## config.mk

```make
export PLATFORM = sky130hd
export DESIGN_NAME = mem_port_arbiter
export DESIGN_NICKNAME = d
export VERILOG_FILES = /design/src/rtl/cpu8_pkg.sv /design/src/rtl/mem_port_arbiter_arb2_rr.sv /design/src/rtl/mem_port_arbiter.sv
export SDC_FILE = /design/constraint.sdc
export NUM_CORES = 1
export LEC_CHECK = 0
export CELL_PAD_IN_SITES_DETAIL_PLACEMENT = 1
export CELL_PAD_IN_SITES_GLOBAL_PLACEMENT = 1
export CORE_MARGIN = 4
export CORE_UTILIZATION = 35
export CTS_BUF_LIST = sky130_fd_sc_hd__clkbuf_4 sky130_fd_sc_hd__clkbuf_8 sky130_fd_sc_hd__clkbuf_16
export DETAILED_ROUTE_END_ITERATION = 10
export PLACE_DENSITY = 0.82
export SYNTH_ARGS = -nofsm -noshare
export SYNTH_HDL_FRONTEND = slang
export SYNTH_HIERARCHICAL = 1
export SYNTH_SLANG_ARGS = --single-unit
```

## constraint.sdc

```tcl
create_clock -name clk -period 3.2 [get_ports clk]
set_input_delay 0.64 -clock clk [delete_from_list [all_inputs] [get_ports clk]]
set_output_delay 0.64 -clock clk [all_outputs]
set_load 0.05 [all_outputs]
```

## src/rtl/cpu8_pkg.sv

```systemverilog
// rtl/cpu8_pkg.sv - Shared encodings and widths for the 8-bit CPU memory path
package cpu8_pkg;

  localparam int ADDR_W = 8;
  localparam int DATA_W = 8;

  typedef enum logic [1:0] {
    ST_IDLE  = 2'd0,
    ST_ISSUE = 2'd1,
    ST_WAIT  = 2'd2,
    ST_RESP  = 2'd3
  } state_e;

  typedef enum logic {
    OWN_FETCH = 1'b0,
    OWN_DATA  = 1'b1
  } owner_e;

endpackage

```

## src/rtl/mem_port_arbiter_arb2_rr.sv

```systemverilog
// rtl/mem_port_arbiter_arb2_rr.sv - Two-way fetch/data arbiter, fixed-priority or round-robin
module arb2_rr
  import cpu8_pkg::*;
(
  input  logic       clk_i,
  input  logic       rst_i,
  input  logic [1:0] req_i,
  input  logic       prio_mode_i,
  input  logic       upd_i,
  output logic [1:0] win_o
);

  owner_e ptr_q;
  owner_e ptr_d;

  // req_i[0] is fetch, req_i[1] is data; ptr_q names the preferred requester on a tie.
  always_comb begin
    win_o = 2'b00;
    case (req_i)
      2'b01:   win_o = 2'b01;
      2'b10:   win_o = 2'b10;
      2'b11:   win_o = (prio_mode_i || ptr_q == OWN_DATA) ? 2'b10 : 2'b01;
      default: win_o = 2'b00;
    endcase
  end

  always_comb begin
    ptr_d = ptr_q;
    if (upd_i && win_o != 2'b00) begin
      ptr_d = win_o[1] ? OWN_FETCH : OWN_DATA;
    end
  end

  always_ff @(posedge clk_i or posedge rst_i) begin
    if (rst_i) begin
      ptr_q <= OWN_FETCH;
    end else begin
      ptr_q <= ptr_d;
    end
  end

endmodule

```

## src/rtl/mem_port_arbiter.sv

```systemverilog
// rtl/mem_port_arbiter.sv - Shares one RAM port between instruction fetch and data load/store
module mem_port_arbiter #(
  parameter int ADDR_W    = cpu8_pkg::ADDR_W,
  parameter int DATA_W    = cpu8_pkg::DATA_W,
  parameter int RD_LAT    = 1,
  parameter bit DATA_PRIO = 1'b1
) (
  input  logic              clk,
  input  logic              rst,
  input  logic              f_req,
  input  logic [ADDR_W-1:0] f_addr,
  output logic              f_gnt,
  output logic              f_valid,
  output logic [DATA_W-1:0] f_rdata,
  input  logic              d_req,
  input  logic              d_we,
  input  logic [ADDR_W-1:0] d_addr,
  input  logic [DATA_W-1:0] d_wdata,
  output logic              d_gnt,
  output logic              d_valid,
  output logic [DATA_W-1:0] d_rdata,
  output logic              ram_csel,
  output logic              ram_read,
  output logic [ADDR_W-1:0] ram_addr,
  output logic [DATA_W-1:0] ram_wdata,
  input  logic [DATA_W-1:0] ram_rdata,
  output logic              busy
);
  import cpu8_pkg::*;

  if (RD_LAT < 1 || RD_LAT > 3) begin : g_bad_rd_lat
    $error("mem_port_arbiter: RD_LAT must be in 1..3");
  end

  state_e            state_q;
  owner_e            owner_q;
  logic [1:0]        cnt_q;
  logic              f_gnt_q, d_gnt_q, f_valid_q, d_valid_q;
  logic              ram_csel_q, ram_read_q, busy_q;
  logic [ADDR_W-1:0] ram_addr_q;
  logic [DATA_W-1:0] ram_wdata_q, f_rdata_q, d_rdata_q;
  logic [1:0]        win;
  logic              grant;
  logic              rd_done;

  assign grant = (state_q == ST_IDLE) && (win != 2'b00);

  // Read data is sampled on the edge that ends its RAM latency; that edge also enters RESP.
  assign rd_done = ram_read_q &&
                   ((state_q == ST_ISSUE && RD_LAT == 1) ||
                    (state_q == ST_WAIT  && cnt_q == 2'd1));

  arb2_rr u_arb (
    .clk_i       (clk),
    .rst_i       (rst),
    .req_i       ({d_req, f_req}),
    .prio_mode_i (DATA_PRIO),
    .upd_i       (grant),
    .win_o       (win)
  );

  always_ff @(posedge clk or posedge rst) begin
    if (rst) begin
      state_q     <= ST_IDLE;
      owner_q     <= OWN_FETCH;
      cnt_q       <= 2'd0;
      f_gnt_q     <= 1'b0;
      d_gnt_q     <= 1'b0;
      f_valid_q   <= 1'b0;
      d_valid_q   <= 1'b0;
      ram_csel_q  <= 1'b0;
      ram_read_q  <= 1'b0;
      busy_q      <= 1'b0;
      ram_addr_q  <= '0;
      ram_wdata_q <= '0;
      f_rdata_q   <= '0;
      d_rdata_q   <= '0;
    end else begin
      f_gnt_q    <= 1'b0;
      d_gnt_q    <= 1'b0;
      f_valid_q  <= 1'b0;
      d_valid_q  <= 1'b0;
      ram_csel_q <= 1'b0;

      case (state_q)
        ST_IDLE: begin
          if (grant) begin
            owner_q    <= win[1] ? OWN_DATA : OWN_FETCH;
            ram_addr_q <= win[1] ? d_addr : f_addr;
            ram_read_q <= win[1] ? ~d_we : 1'b1;
            if (win[1]) begin
              ram_wdata_q <= d_wdata;
            end
            ram_csel_q <= 1'b1;
            f_gnt_q    <= win[0];
            d_gnt_q    <= win[1];
            busy_q     <= 1'b1;
            state_q    <= ST_ISSUE;
          end
        end
        ST_ISSUE: begin
          if (!ram_read_q) begin
            d_valid_q <= 1'b1;
            state_q   <= ST_RESP;
          end else if (RD_LAT == 1) begin
            state_q <= ST_RESP;
          end else begin
            cnt_q   <= 2'(RD_LAT - 1);
            state_q <= ST_WAIT;
          end
        end
        ST_WAIT: begin
          cnt_q <= cnt_q - 2'd1;
          if (cnt_q == 2'd1) begin
            state_q <= ST_RESP;
          end
        end
        default: begin
          busy_q  <= 1'b0;
          state_q <= ST_IDLE;
        end
      endcase

      if (rd_done) begin
        if (owner_q == OWN_DATA) begin
          d_rdata_q <= ram_rdata;
          d_valid_q <= 1'b1;
        end else begin
          f_rdata_q <= ram_rdata;
          f_valid_q <= 1'b1;
        end
      end
    end
  end

  assign f_gnt     = f_gnt_q;
  assign d_gnt     = d_gnt_q;
  assign f_valid   = f_valid_q;
  assign d_valid   = d_valid_q;
  assign f_rdata   = f_rdata_q;
  assign d_rdata   = d_rdata_q;
  assign ram_csel  = ram_csel_q;
  assign ram_read  = ram_read_q;
  assign ram_addr  = ram_addr_q;
  assign ram_wdata = ram_wdata_q;
  assign busy      = busy_q;

endmodule

```

==> impl_metrics.env, run 1 <==
export IMPL_diodes=0
export IMPL_clock_transition_at_the_registers_of_the_reported_paths_ns=0.08
export IMPL_worst_ir_drop_vdd_uv=494
export IMPL_cts_hold_repair_buffers=0
export IMPL_buffer_count_from_post_cts_setup_fixing=0
export IMPL_rows=26
export IMPL_final_layout_size_suffix_gt1_frac=0.186
export IMPL_post_route_util=0.549
export IMPL_timing_fmax_mhz=468
export IMPL_finalWeightedCongestion=0.741
export IMPL_antenna_left=0
export IMPL_clock_latency_ns=0.29
export IMPL_launching_element_type_of_the_critical_path="flop"
export IMPL_global_route_total_usage_across_every_layer=0.138
export IMPL_detailed_place_area_um2=2700
export IMPL_synth_cells=137
export IMPL_netlist_cell_type_count=25
export IMPL_drt_wirelength_um=4150
export IMPL_ys_ff_latch=45
export IMPL_yosys_cell_count_top_type="sky130_fd_sc_hd__dfrtp_1"
export IMPL_worst_slew_pin_slew_ns=0.886
export IMPL_global_route_overflow_total=0
export IMPL_first_global_vias=1367
export IMPL_ys_seq_area_frac=0.609
export IMPL_timing_critical_path_fanout_max=3
export IMPL_setup_violations_final=0
export IMPL_max_slew_margin=0.409
export IMPL_report_final_hold_viol_count=0
export IMPL_cts_tree="built"
export IMPL_io_pin_count=76
export IMPL_timing_clock_skew_ns=0.00631
export IMPL_cts_max_level=2
export IMPL_critical_path_cell_list="clkdlybuf4s50_1"
export IMPL_netlist_area_um2=1850
export IMPL_grt_met3_usage=0.0706
export IMPL_endpoint_kind="primary output"
export IMPL_route_detailed_wl_per_inst_um=14.2
export IMPL_vias_per_cell=4.49
export IMPL_drt_drc_violations_left=0
export IMPL_numClockSinks=45
export IMPL_grt_start_max_net_pins=45
export IMPL_grt_use_met1=0.156
export IMPL_drv_slew=0
export IMPL_drtIter0Drc=14
export IMPL_finalCriticalPeriod_ns=2.14
export IMPL_final_period_utilization=0.667
export IMPL_fp_dieArea_um2=6510
export IMPL_cts_repair_resize_count=0
export IMPL_worst_path_buf_inv=1
export IMPL_yosys_top_cells_count="sky130_fd_sc_hd__dfrtp_1 (45), sky130_fd_sc_hd__mux2_2 (25), sky130_fd_sc_hd__nand2_1 (13)"
export IMPL_post_dp_hpwl_um=3260
export IMPL_max_cap_violations=0
export IMPL_required_ns=2.56
export IMPL_grt_most_used_layer="met2"
export IMPL_chipWidth_um=80.7
export IMPL_count_of_yosys_warnings_during_synthesis=6
export IMPL_worst_setup_path_type="reg2out"
export IMPL_finalSetupTns_ns=0
export IMPL_worstHoldPathType="reg2reg"
export IMPL_max_stage_delay_ns=0.82
export IMPL_antenna_found_initial=0
export IMPL_final_nets=263
export IMPL_synth_enable_flop_cells=0
export IMPL_buffers_on_ports=75
export IMPL_via_count=1308
export IMPL_syn_avg_cell_area_um2=13.5
export IMPL_grt_first_pass_wirelength_um=6730
export IMPL_stdcell_area_um2=2800
export IMPL_flow_area_growth_from_synthesis_pct=51.5
export IMPL_synth_top_cell_by_area="sky130_fd_sc_hd__dfrtp_1"
export IMPL_ys_top_cells_by_area="sky130_fd_sc_hd__dfrtp_1 (61%), sky130_fd_sc_hd__mux2_2 (15%), sky130_fd_sc_hd__mux2i_1 (4.9%)"
export IMPL_leakage_component_of_the_power_nw=1.25
export IMPL_ys_flop_type="sky130_fd_sc_hd__dfrtp_1"
export IMPL_cpMaxStageDelayCell="sky130_fd_sc_hd__clkdlybuf4s50_1"
export IMPL_synth_top_area_frac=0.609
export IMPL_initial_core_util=0.362
export IMPL_die_h_um=80.7
export IMPL_clockBufferDepth=2
export IMPL_grt_setup_unrepaired="false"
export IMPL_n_fill_cell=545
export IMPL_tritoncts_num_buffers=5
export IMPL_p_per_area_nw_per_um2=1180
export IMPL_clk_root_buffer_cell="sky130_fd_sc_hd__clkbuf_8"
export IMPL_critical_path_top_delay_family="buffers and inverters"
export IMPL_result_of_the_run="completed"
export IMPL_gr_usage_met2=0.225
export IMPL_postSynth_asyncResetShare=1.00
export IMPL_dr_pass1_iters=3
export IMPL_critical_path_arrival_ns=1.50
export IMPL_core_region_area_um2=5110
-- kinds of logic (layout without fill, tap and decap cells) --
| kind of cell | count (synthesis) | after routing | share of synthesized area |
|---|---|---|---|
| flops | 45 | 45 | 0.609 |
| other cells | 1 | 3 | 0.00203 |
| mux | 35 | 35 | 0.209 |
| compound gates | 19 | 19 | 0.0636 |
| xor+xnor | 1 | 1 | 0.00474 |
| simple gates | 21 | 21 | 0.0548 |
| fa+ha+maj | 5 | 5 | 0.0338 |
| buf+inv | 10 | 92 | 0.0230 |
-- layout make-up --
type | instances | area (µm²) | area share
multi-input combinational | 84 | 688 | 0.246
timing repair buffer | 77 | 766 | 0.273
clock inverter | 2 | 35.0 | 0.0125
sequential | 45 | 1130 | 0.402
tap | 70 | 87.6 | 0.0313
inverter | 8 | 30.0 | 0.0107
clock buffer | 5 | 68.8 | 0.0246
-- power by group --
group | switching [mW] | total [mW] | internal [mW]
sequential | 0.147 | 0.987 | 0.840
combinational | 1.20 | 1.92 | 0.720
clock | 0.177 | 0.404 | 0.227
-- path summary, 6_finish.rpt --
check	from	end	slack (ns)	depth (start not counted)
max reg2reg	state_q[0]$_DFFE_PP0P_	d_rdata[0]$_DFFE_PP0P_	1.39	5
min	cnt_q[0]$_DFFE_PP0P_	cnt_q[0]$_DFFE_PP0P_	0.48	1
max in group asynchronous	rst	cnt_q[1]$_DFFE_PP0P_	1.76	2
min reg2reg	cnt_q[0]$_DFFE_PP0P_	cnt_q[0]$_DFFE_PP0P_	0.48	1
min in group asynchronous	rst	u_arb/ptr_q$_DFFE_PP0P_	0.53	2
max	ram_read$_DFFE_PP0P_	ram_read	1.06	1
-- cells in the final DEF (no fill, tap or decap) --
| master | netlist | routed |
|---|---|---|
| sky130_fd_sc_hd__a21boi_1 | 1 | 1 |
| sky130_fd_sc_hd__a21o_1 | 1 | 1 |
| sky130_fd_sc_hd__a21oi_1 | 2 | 2 |
| sky130_fd_sc_hd__a21oi_2 | 2 | 2 |
| sky130_fd_sc_hd__a22oi_1 | 1 | 1 |
| sky130_fd_sc_hd__and2_1 | 2 | 2 |
| sky130_fd_sc_hd__buf_4 | 1 | 2 |
| sky130_fd_sc_hd__bufinv_16 | 0 | 1 |
| sky130_fd_sc_hd__clkbuf_8 | 0 | 5 |
| sky130_fd_sc_hd__clkdlybuf4s50_1 | 0 | 75 |
| sky130_fd_sc_hd__clkinv_2 | 0 | 1 |
| sky130_fd_sc_hd__conb_1 | 1 | 3 |
| sky130_fd_sc_hd__dfrtp_1 | 45 | 45 |
| sky130_fd_sc_hd__ha_1 | 5 | 5 |
| sky130_fd_sc_hd__inv_1 | 8 | 7 |
| sky130_fd_sc_hd__inv_2 | 0 | 1 |
| sky130_fd_sc_hd__mux2_2 | 25 | 25 |
| sky130_fd_sc_hd__mux2_4 | 1 | 1 |
| sky130_fd_sc_hd__mux2i_1 | 9 | 9 |
| sky130_fd_sc_hd__nand2_1 | 13 | 13 |
| sky130_fd_sc_hd__nor2_1 | 3 | 3 |
| sky130_fd_sc_hd__nor2_2 | 1 | 1 |
| sky130_fd_sc_hd__nor2b_1 | 1 | 1 |
| sky130_fd_sc_hd__nor3_4 | 1 | 1 |
| sky130_fd_sc_hd__o21ai_0 | 9 | 9 |
| sky130_fd_sc_hd__o21ai_1 | 1 | 1 |
| sky130_fd_sc_hd__o21ai_2 | 1 | 1 |
| sky130_fd_sc_hd__o22a_1 | 1 | 1 |
| sky130_fd_sc_hd__xor2_1 | 1 | 1 |
-- state kept, by name (all words and copies together), names as in the netlist, 2 cells and up --
register / flops
state_q: 2
cnt_q: 2
ram_addr: 8
f_rdata: 8
d_rdata: 8
ram_wdata: 8
-- routing by layer --
metal	share of wire	vias to the layer above
li1	-	625
met1	0.40	621
met2	0.48	56
met3	0.11	6
met4	0.014	0
met5	0	-
-- worst register-to-register path: stages (launching register included) --
cell and delay [ns]:
sky130_fd_sc_hd__dfrtp_1 0.40, sky130_fd_sc_hd__inv_1 0.11, sky130_fd_sc_hd__ha_1 0.26, sky130_fd_sc_hd__a21oi_2 0.11
sky130_fd_sc_hd__nor2_2 0.43, sky130_fd_sc_hd__mux2_2 0.40
-- per-stage QoR --
step | setup WS, ns | power [mW] | cells | hold slack, ns
after floorplan | 1.27 | 2.28 | 139 | 0.369
after global placement | 0.859 | 2.90 | 284 | 0.460
after detailed placement | 0.822 | 2.95 | 284 | 0.475
after CTS | 1.04 | 3.37 | 291 | 0.488
after global routing | 1.00 | 3.50 | 291 | 0.500
final | 1.06 | 3.31 | 291 | 0.484
Power figures use the tool's default switching activity.
==> inputs of run 2 (changes only) <==
--- a/config.mk
+++ b/config.mk
@@ -8,10 +8,10 @@
 export CELL_PAD_IN_SITES_DETAIL_PLACEMENT = 1
 export CELL_PAD_IN_SITES_GLOBAL_PLACEMENT = 1
 export CORE_MARGIN = 4
-export CORE_UTILIZATION = 35
+export CORE_UTILIZATION = 33
 export CTS_BUF_LIST = sky130_fd_sc_hd__clkbuf_4 sky130_fd_sc_hd__clkbuf_8 sky130_fd_sc_hd__clkbuf_16
 export DETAILED_ROUTE_END_ITERATION = 10
-export PLACE_DENSITY = 0.82
+export PLACE_DENSITY = 0.77
 export SYNTH_ARGS = -nofsm -noshare
 export SYNTH_HDL_FRONTEND = slang
 export SYNTH_HIERARCHICAL = 1
==> constraint.sdc (replaced) <==
create_clock -name clk -period 2.2 [get_ports clk]
set_input_delay 0.44 -clock clk [delete_from_list [all_inputs] [get_ports clk]]
set_output_delay 0.44 -clock clk [all_outputs]
set_load 0.05 [all_outputs]
==> run 2 against run 1 <==
  * Register-to-register slack got worse by 1.0 ns
  * Global-route usage shrank 1.9 points
  * Wire length down 2.5%
  * Critical path type unchanged
  * Clock power rose by 37%
==> impl_metrics.env, run 2 (synthesized netlist as in run 1, its figures left out) <==
export IMPL_timing_clock_skew_ns=0.00499
export IMPL_p_per_area_nw_per_um2=1690
export IMPL_critical_path_top_delay_family="buffers and inverters"
export IMPL_worst_ir_drop_vdd_uv=806
export IMPL_max_cap_violations=0
export IMPL_post_dp_hpwl_um=3080
export IMPL_worstHoldPathType="in2async"
export IMPL_finalSetupTns_ns=0
export IMPL_diodes=0
export IMPL_io_pin_count=76
export IMPL_p_sw_frac=0.464
export IMPL_via_count=1294
export IMPL_finalCriticalPeriod_ns=1.93
export IMPL_final_period_utilization=0.878
export IMPL_internal_power_component_mw=2.56
export IMPL_first_global_vias=1351
export IMPL_clk_root_buffer_cell="sky130_fd_sc_hd__clkbuf_8"
export IMPL_antenna_found_initial=0
export IMPL_timing_critical_path_fanout_max=3
export IMPL_clockBufferDepth=2
export IMPL_rows=26
export IMPL_critical_path_arrival_ns=1.49
export IMPL_initial_core_util=0.351
export IMPL_tritoncts_num_buffers=5
export IMPL_critical_path_cell_list="clkdlybuf4s50_1"
export IMPL_grt_first_pass_wirelength_um=6690
export IMPL_die_h_um=82.9
export IMPL_power_clock_fraction=0.116
export IMPL_vias_per_cell=4.42
export IMPL_fp_dieArea_um2=6870
export IMPL_core_region_area_um2=5270
export IMPL_worst_setup_path_type="reg2out"
export IMPL_cts_repair_resize_count=0
export IMPL_grt_start_max_net_pins=45
export IMPL_final_layout_size_suffix_gt1_frac=0.193
export IMPL_power_net_switching_mw=2.22
export IMPL_numClockSinks=45
export IMPL_global_route_overflow_total=0
export IMPL_route_detailed_wl_per_inst_um=13.8
export IMPL_n_fill_cell=578
export IMPL_post_route_util=0.535
export IMPL_multi_input_combinational_cell_area_um2=688
export IMPL_timing_fmax_mhz=518
export IMPL_worst_path_buf_inv=1
export IMPL_finalWeightedCongestion=0.730
export IMPL_drv_slew=0
export IMPL_max_slew_margin=0.637
export IMPL_mostFrequentLayoutCells="sky130_fd_sc_hd__clkdlybuf4s50_1 (75), sky130_fd_sc_hd__dfrtp_1 (45), sky130_fd_sc_hd__mux2_2 (25)"
export IMPL_drtIter0Drc=35
export IMPL_buffer_count_from_post_cts_setup_fixing=0
export IMPL_grt_setup_unrepaired="false"
export IMPL_clock_latency_ns=0.29
export IMPL_layout_cells_most_common="sky130_fd_sc_hd__clkdlybuf4s50_1"
export IMPL_drt_wirelength_um=4040
export IMPL_worst_slew_pin_slew_ns=0.543
export IMPL_clock_transition_at_the_registers_of_the_reported_paths_ns=0.08
export IMPL_chipWidth_um=82.9
export IMPL_cts_max_level=2
export IMPL_report_final_hold_viol_count=0
export IMPL_launching_element_type_of_the_critical_path="flop"
export IMPL_pwr_share_comb=0.585
export IMPL_setup_violations_final=0
export IMPL_drt_drc_violations_left=0
export IMPL_final_nets=264
export IMPL_post_route_worst_setup_slack_ns=0.269
export IMPL_max_stage_delay_ns=0.83
export IMPL_sequential_cell_area_um2=1130
export IMPL_dr_pass1_iters=3
export IMPL_stdcell_area_um2=2820
export IMPL_cts_tree="built"
export IMPL_cpMaxStageDelayCell="sky130_fd_sc_hd__clkdlybuf4s50_1"
export IMPL_result_of_the_run="completed"
export IMPL_leakage_component_of_the_power_nw=1.26
export IMPL_detailed_place_area_um2=2720
export IMPL_dp_slack_ns=-0.0118
export IMPL_required_ns=1.76
export IMPL_flow_area_growth_from_synthesis_pct=52.4
export IMPL_sequentialPowerShare=0.299
export IMPL_global_route_total_usage_across_every_layer=0.119
export IMPL_buffers_on_ports=75
export IMPL_cts_hold_repair_buffers=0
export IMPL_endpoint_kind="primary output"
export IMPL_antenna_left=0
==> run 2: cell types whose count changed in the layout (fill, tap and decap cells not counted), sizes merged <==
cell,delta
buf,+1
bufinv,-1
clkbuf,+2
==> run 2: worst paths after layout <==
path / cells past startpoint / slack, ns / end / from
setup / recovery: 1 / 0.27 / ram_read / ram_read$_DFFE_PP0P_
hold / removal: 2 / 0.33 / u_arb/ptr_q$_DFFE_PP0P_ / rst
setup reg to reg: 5 / 0.38 / d_rdata[5]$_DFFE_PP0P_ / state_q[0]$_DFFE_PP0P_
hold reg to reg: 1 / 0.48 / cnt_q[0]$_DFFE_PP0P_ / cnt_q[0]$_DFFE_PP0P_
max in group asynchronous: 3 / 1.47 / d_gnt$_DFF_PP0_ / rst
min in group clk: 1 / 0.48 / cnt_q[0]$_DFFE_PP0P_ / cnt_q[0]$_DFFE_PP0P_
==> run 2: power by group through the flow <==
stage / clock network [mW] / logic [mW] / registers (mW)
floorplan: 0 / 0.725 / 2.60
global placement: 0 / 2.79 / 1.44
detailed placement: 0 / 2.82 / 1.45
CTS: 0.571 / 2.83 / 1.44
global route: 0.612 / 2.94 / 1.49
finish: 0.553 / 2.79 / 1.43
==> run 2: area by class of cell <==
| cell class | instances | area share |
|---|---|---|
| Timing Repair Buffer | 78 | 0.279 |
| Inverter | 8 | 0.0107 |
| Multi-Input combinational cell | 84 | 0.244 |
| Sequential cell | 45 | 0.399 |
| Clock buffer | 7 | 0.0342 |
| Clock inverter | 1 | 0.00178 |
| Tap cell | 70 | 0.0311 |
==> run 2: through the flow <==
| stage | hold slack, ns | power, mW | std cells |
|---|---|---|---|
| after floorplan | 0.169 | 3.32 | 139 |
| after global placement | 0.462 | 4.23 | 285 |
| after detailed placement | 0.465 | 4.27 | 285 |
| after CTS | 0.320 | 4.84 | 293 |
| after global routing | 0.332 | 5.04 | 293 |
| final | 0.327 | 4.77 | 293 |
==> run 2: routing by layer <==
metal / wire length (µm) / share of wire / up-vias / track usage
li1: - / - / 629 / -
met1: 1890 / 0.47 / 601 / 0.159
met2: 1740 / 0.43 / 58 / 0.176
met3: 367 / 0.091 / 6 / 0.0465
met4: 49 / 0.012 / 0 / 0.0401
met5: 0 / 0 / - / 0
==> inputs of run 3 (changes only) <==
--- a/config.mk
+++ b/config.mk
@@ -7,7 +7,7 @@
 export LEC_CHECK = 0
 export CELL_PAD_IN_SITES_DETAIL_PLACEMENT = 1
 export CELL_PAD_IN_SITES_GLOBAL_PLACEMENT = 1
-export CORE_MARGIN = 4
+export CORE_MARGIN = 2
 export CORE_UTILIZATION = 33
 export CTS_BUF_LIST = sky130_fd_sc_hd__clkbuf_4 sky130_fd_sc_hd__clkbuf_8 sky130_fd_sc_hd__clkbuf_16
 export DETAILED_ROUTE_END_ITERATION = 10
==> run 3 against run 2 <==
  * Highest routed layer unchanged
  * Clock power is 5.2% lower
  * Largest cell class unchanged
  * Critical path type unchanged
  * Setup slack worse by 0.011 ns
  * First-iteration DRC count is 71% higher
  * Core utilization is 1.8 points lower
  * Critical path depth stayed put
  * Maximum frequency is 0.58% lower
==> impl_metrics.env, run 3 (synthesized netlist as in run 1, its figures left out) <==
export IMPL_result_of_the_run="completed"
export IMPL_grt_met3_usage=0.0398
export IMPL_endpoint_kind="primary output"
export IMPL_post_dp_hpwl_um=3250
export IMPL_final_period_utilization=0.883
export IMPL_n_fill_cell=590
export IMPL_crit_cells=1
export IMPL_fp_dieArea_um2=6220
export IMPL_clk_root_buffer_cell="sky130_fd_sc_hd__clkbuf_8"
export IMPL_crit_reg2reg_launch="state_q[0]$_DFFE_PP0P_"
export IMPL_cts_max_level=2
export IMPL_tritoncts_num_buffers=5
export IMPL_die_h_um=78.9
export IMPL_final_layout_size_suffix_gt1_frac=0.200
export IMPL_diodes=0
export IMPL_p_per_area_nw_per_um2=1690
export IMPL_timing_critical_path_fanout_max=3
export IMPL_drt_drc_violations_left=0
export IMPL_vias_per_cell=4.49
export IMPL_cts_tree="built"
export IMPL_drt_wirelength_um=4160
export IMPL_clock_transition_at_the_registers_of_the_reported_paths_ns=0.09
export IMPL_worst_path_buf_inv=1
export IMPL_cpMaxStageDelayCell="sky130_fd_sc_hd__clkdlybuf4s50_1"
export IMPL_dr_pass1_iters=2
export IMPL_setup_violations_final=0
export IMPL_global_route_total_usage_across_every_layer=0.142
export IMPL_finalCriticalPeriod_ns=1.94
export IMPL_layout_cells_most_common="sky130_fd_sc_hd__clkdlybuf4s50_1"
export IMPL_max_slew_margin=0.641
export IMPL_rows=27
export IMPL_report_final_hold_viol_count=0
export IMPL_antenna_left=0
export IMPL_via_count=1334
export IMPL_global_route_overflow_total=0
export IMPL_grt_first_pass_wirelength_um=6860
export IMPL_buffers_on_ports=75
export IMPL_initial_core_util=0.338
export IMPL_max_stage_delay_ns=0.83
export IMPL_required_ns=1.76
export IMPL_fin_total_pwr_mw=4.78
export IMPL_finalWeightedCongestion=0.701
export IMPL_r2r_end="f_rdata[7]$_DFFE_PP0P_"
export IMPL_route_detailed_wl_per_inst_um=14.0
export IMPL_grt_setup_unrepaired="false"
export IMPL_max_cap_violations=0
export IMPL_critical_path_arrival_ns=1.50
export IMPL_launching_element_type_of_the_critical_path="flop"
export IMPL_mostFrequentLayoutCells="sky130_fd_sc_hd__clkdlybuf4s50_1 (75), sky130_fd_sc_hd__dfrtp_1 (45), sky130_fd_sc_hd__mux2_2 (25)"
export IMPL_grt_use_met1=0.170
export IMPL_reg2reg_setup_slack_ns=0.38
export IMPL_drtIter0Drc=60
export IMPL_first_global_vias=1419
export IMPL_core_region_area_um2=5470
export IMPL_worst_ir_drop_vdd_uv=655
export IMPL_critical_path_top_delay_family="buffers and inverters"
export IMPL_timing_clock_skew_ns=0.00784
export IMPL_flow_area_growth_from_synthesis_pct=53.0
export IMPL_critical_path_cell_list="clkdlybuf4s50_1"
export IMPL_final_nets=266
export IMPL_finalSetupTns_ns=0
export IMPL_io_pin_count=76
export IMPL_antenna_found_initial=0
export IMPL_grt_most_used_layer="met2"
export IMPL_grt_start_max_net_pins=28
export IMPL_cts_hold_repair_buffers=0
export IMPL_worstHoldPathType="in2async"
export IMPL_worst_setup_path_type="reg2out"
export IMPL_gr_usage_met2=0.247
export IMPL_clock_latency_ns=0.30
export IMPL_clockBufferDepth=2
export IMPL_drv_slew=0
export IMPL_worst_slew_pin_slew_ns=0.537
export IMPL_buffer_count_from_post_cts_setup_fixing=0
export IMPL_chipWidth_um=78.9
export IMPL_cts_repair_resize_count=0
export IMPL_numClockSinks=45
export IMPL_ff2ff_path_depth=5
export IMPL_timing_fmax_mhz=515
export IMPL_leakage_component_of_the_power_nw=1.26
[run 3: changes by cell type in the layout (fill, tap and decap cells not counted), sizes merged]
cell	previous run	this run
clkinvlp	0	1
buf	3	5
inv	8	9
clkbuf	7	5
[run 3: layer usage]
| metal | routed length [µm] | share of wire |
|---|---|---|
| met2 | 2160 | 0.52 |
| met5 | 0 | 0 |
| met1 | 1700 | 0.41 |
| met4 | 80 | 0.019 |
| met3 | 218 | 0.052 |
[run 3: how the worst max path moves through the flow]
stage	startpoint	endpoint
3_3_place_gp	d_req	ram_wdata[4]$_DFFE_PP0P_
6_report	ram_read$_DFFE_PP0P_	ram_read
3_5_place_dp	d_req	ram_wdata[1]$_DFFE_PP0P_
2_1_floorplan	d_req	u_arb/ptr_q$_DFFE_PP0P_
5_1_grt	ram_read$_DFFE_PP0P_	ram_read
4_1_cts	ram_read$_DFFE_PP0P_	ram_read
[run 3: power breakdown]
| group | switching [mW] | internal, mW |
|---|---|---|
| Clock | 0.294 | 0.229 |
| Sequential | 0.211 | 1.22 |
| Combinational | 1.75 | 1.07 |
| Total | 2.26 | 2.52 |
[run 3: layout make-up]
type	instances	area, µm²	share of cell area
Multi-Input combinational cell	84	688	0.243
Clock buffer	5	68.8	0.0243
Tap cell	72	90.1	0.0318
Inverter	8	30.0	0.0106
Sequential cell	45	1130	0.398
Clock inverter	3	25.0	0.00885
Timing Repair Buffer	80	801	0.283
[run 3: through the flow]
| step | std cells | worst slack [ns] | hold slack (ns) | instance area (µm²) | util |
|---|---|---|---|---|---|
| 6_report | 297 | 0.258 | 0.328 | 2830 | 0.517 |
| 5_1_grt | 297 | 0.218 | 0.346 | 2830 | 0.517 |
| 4_1_cts | 297 | 0.238 | 0.321 | 2830 | 0.517 |
| 3_5_place_dp | 289 | 0.0151 | 0.470 | 2740 | 0.500 |
| 3_3_place_gp | 289 | 0.0803 | 0.464 | 2740 | 0.500 |
| 2_1_floorplan | 139 | 0.467 | 0.169 | 1860 | - |
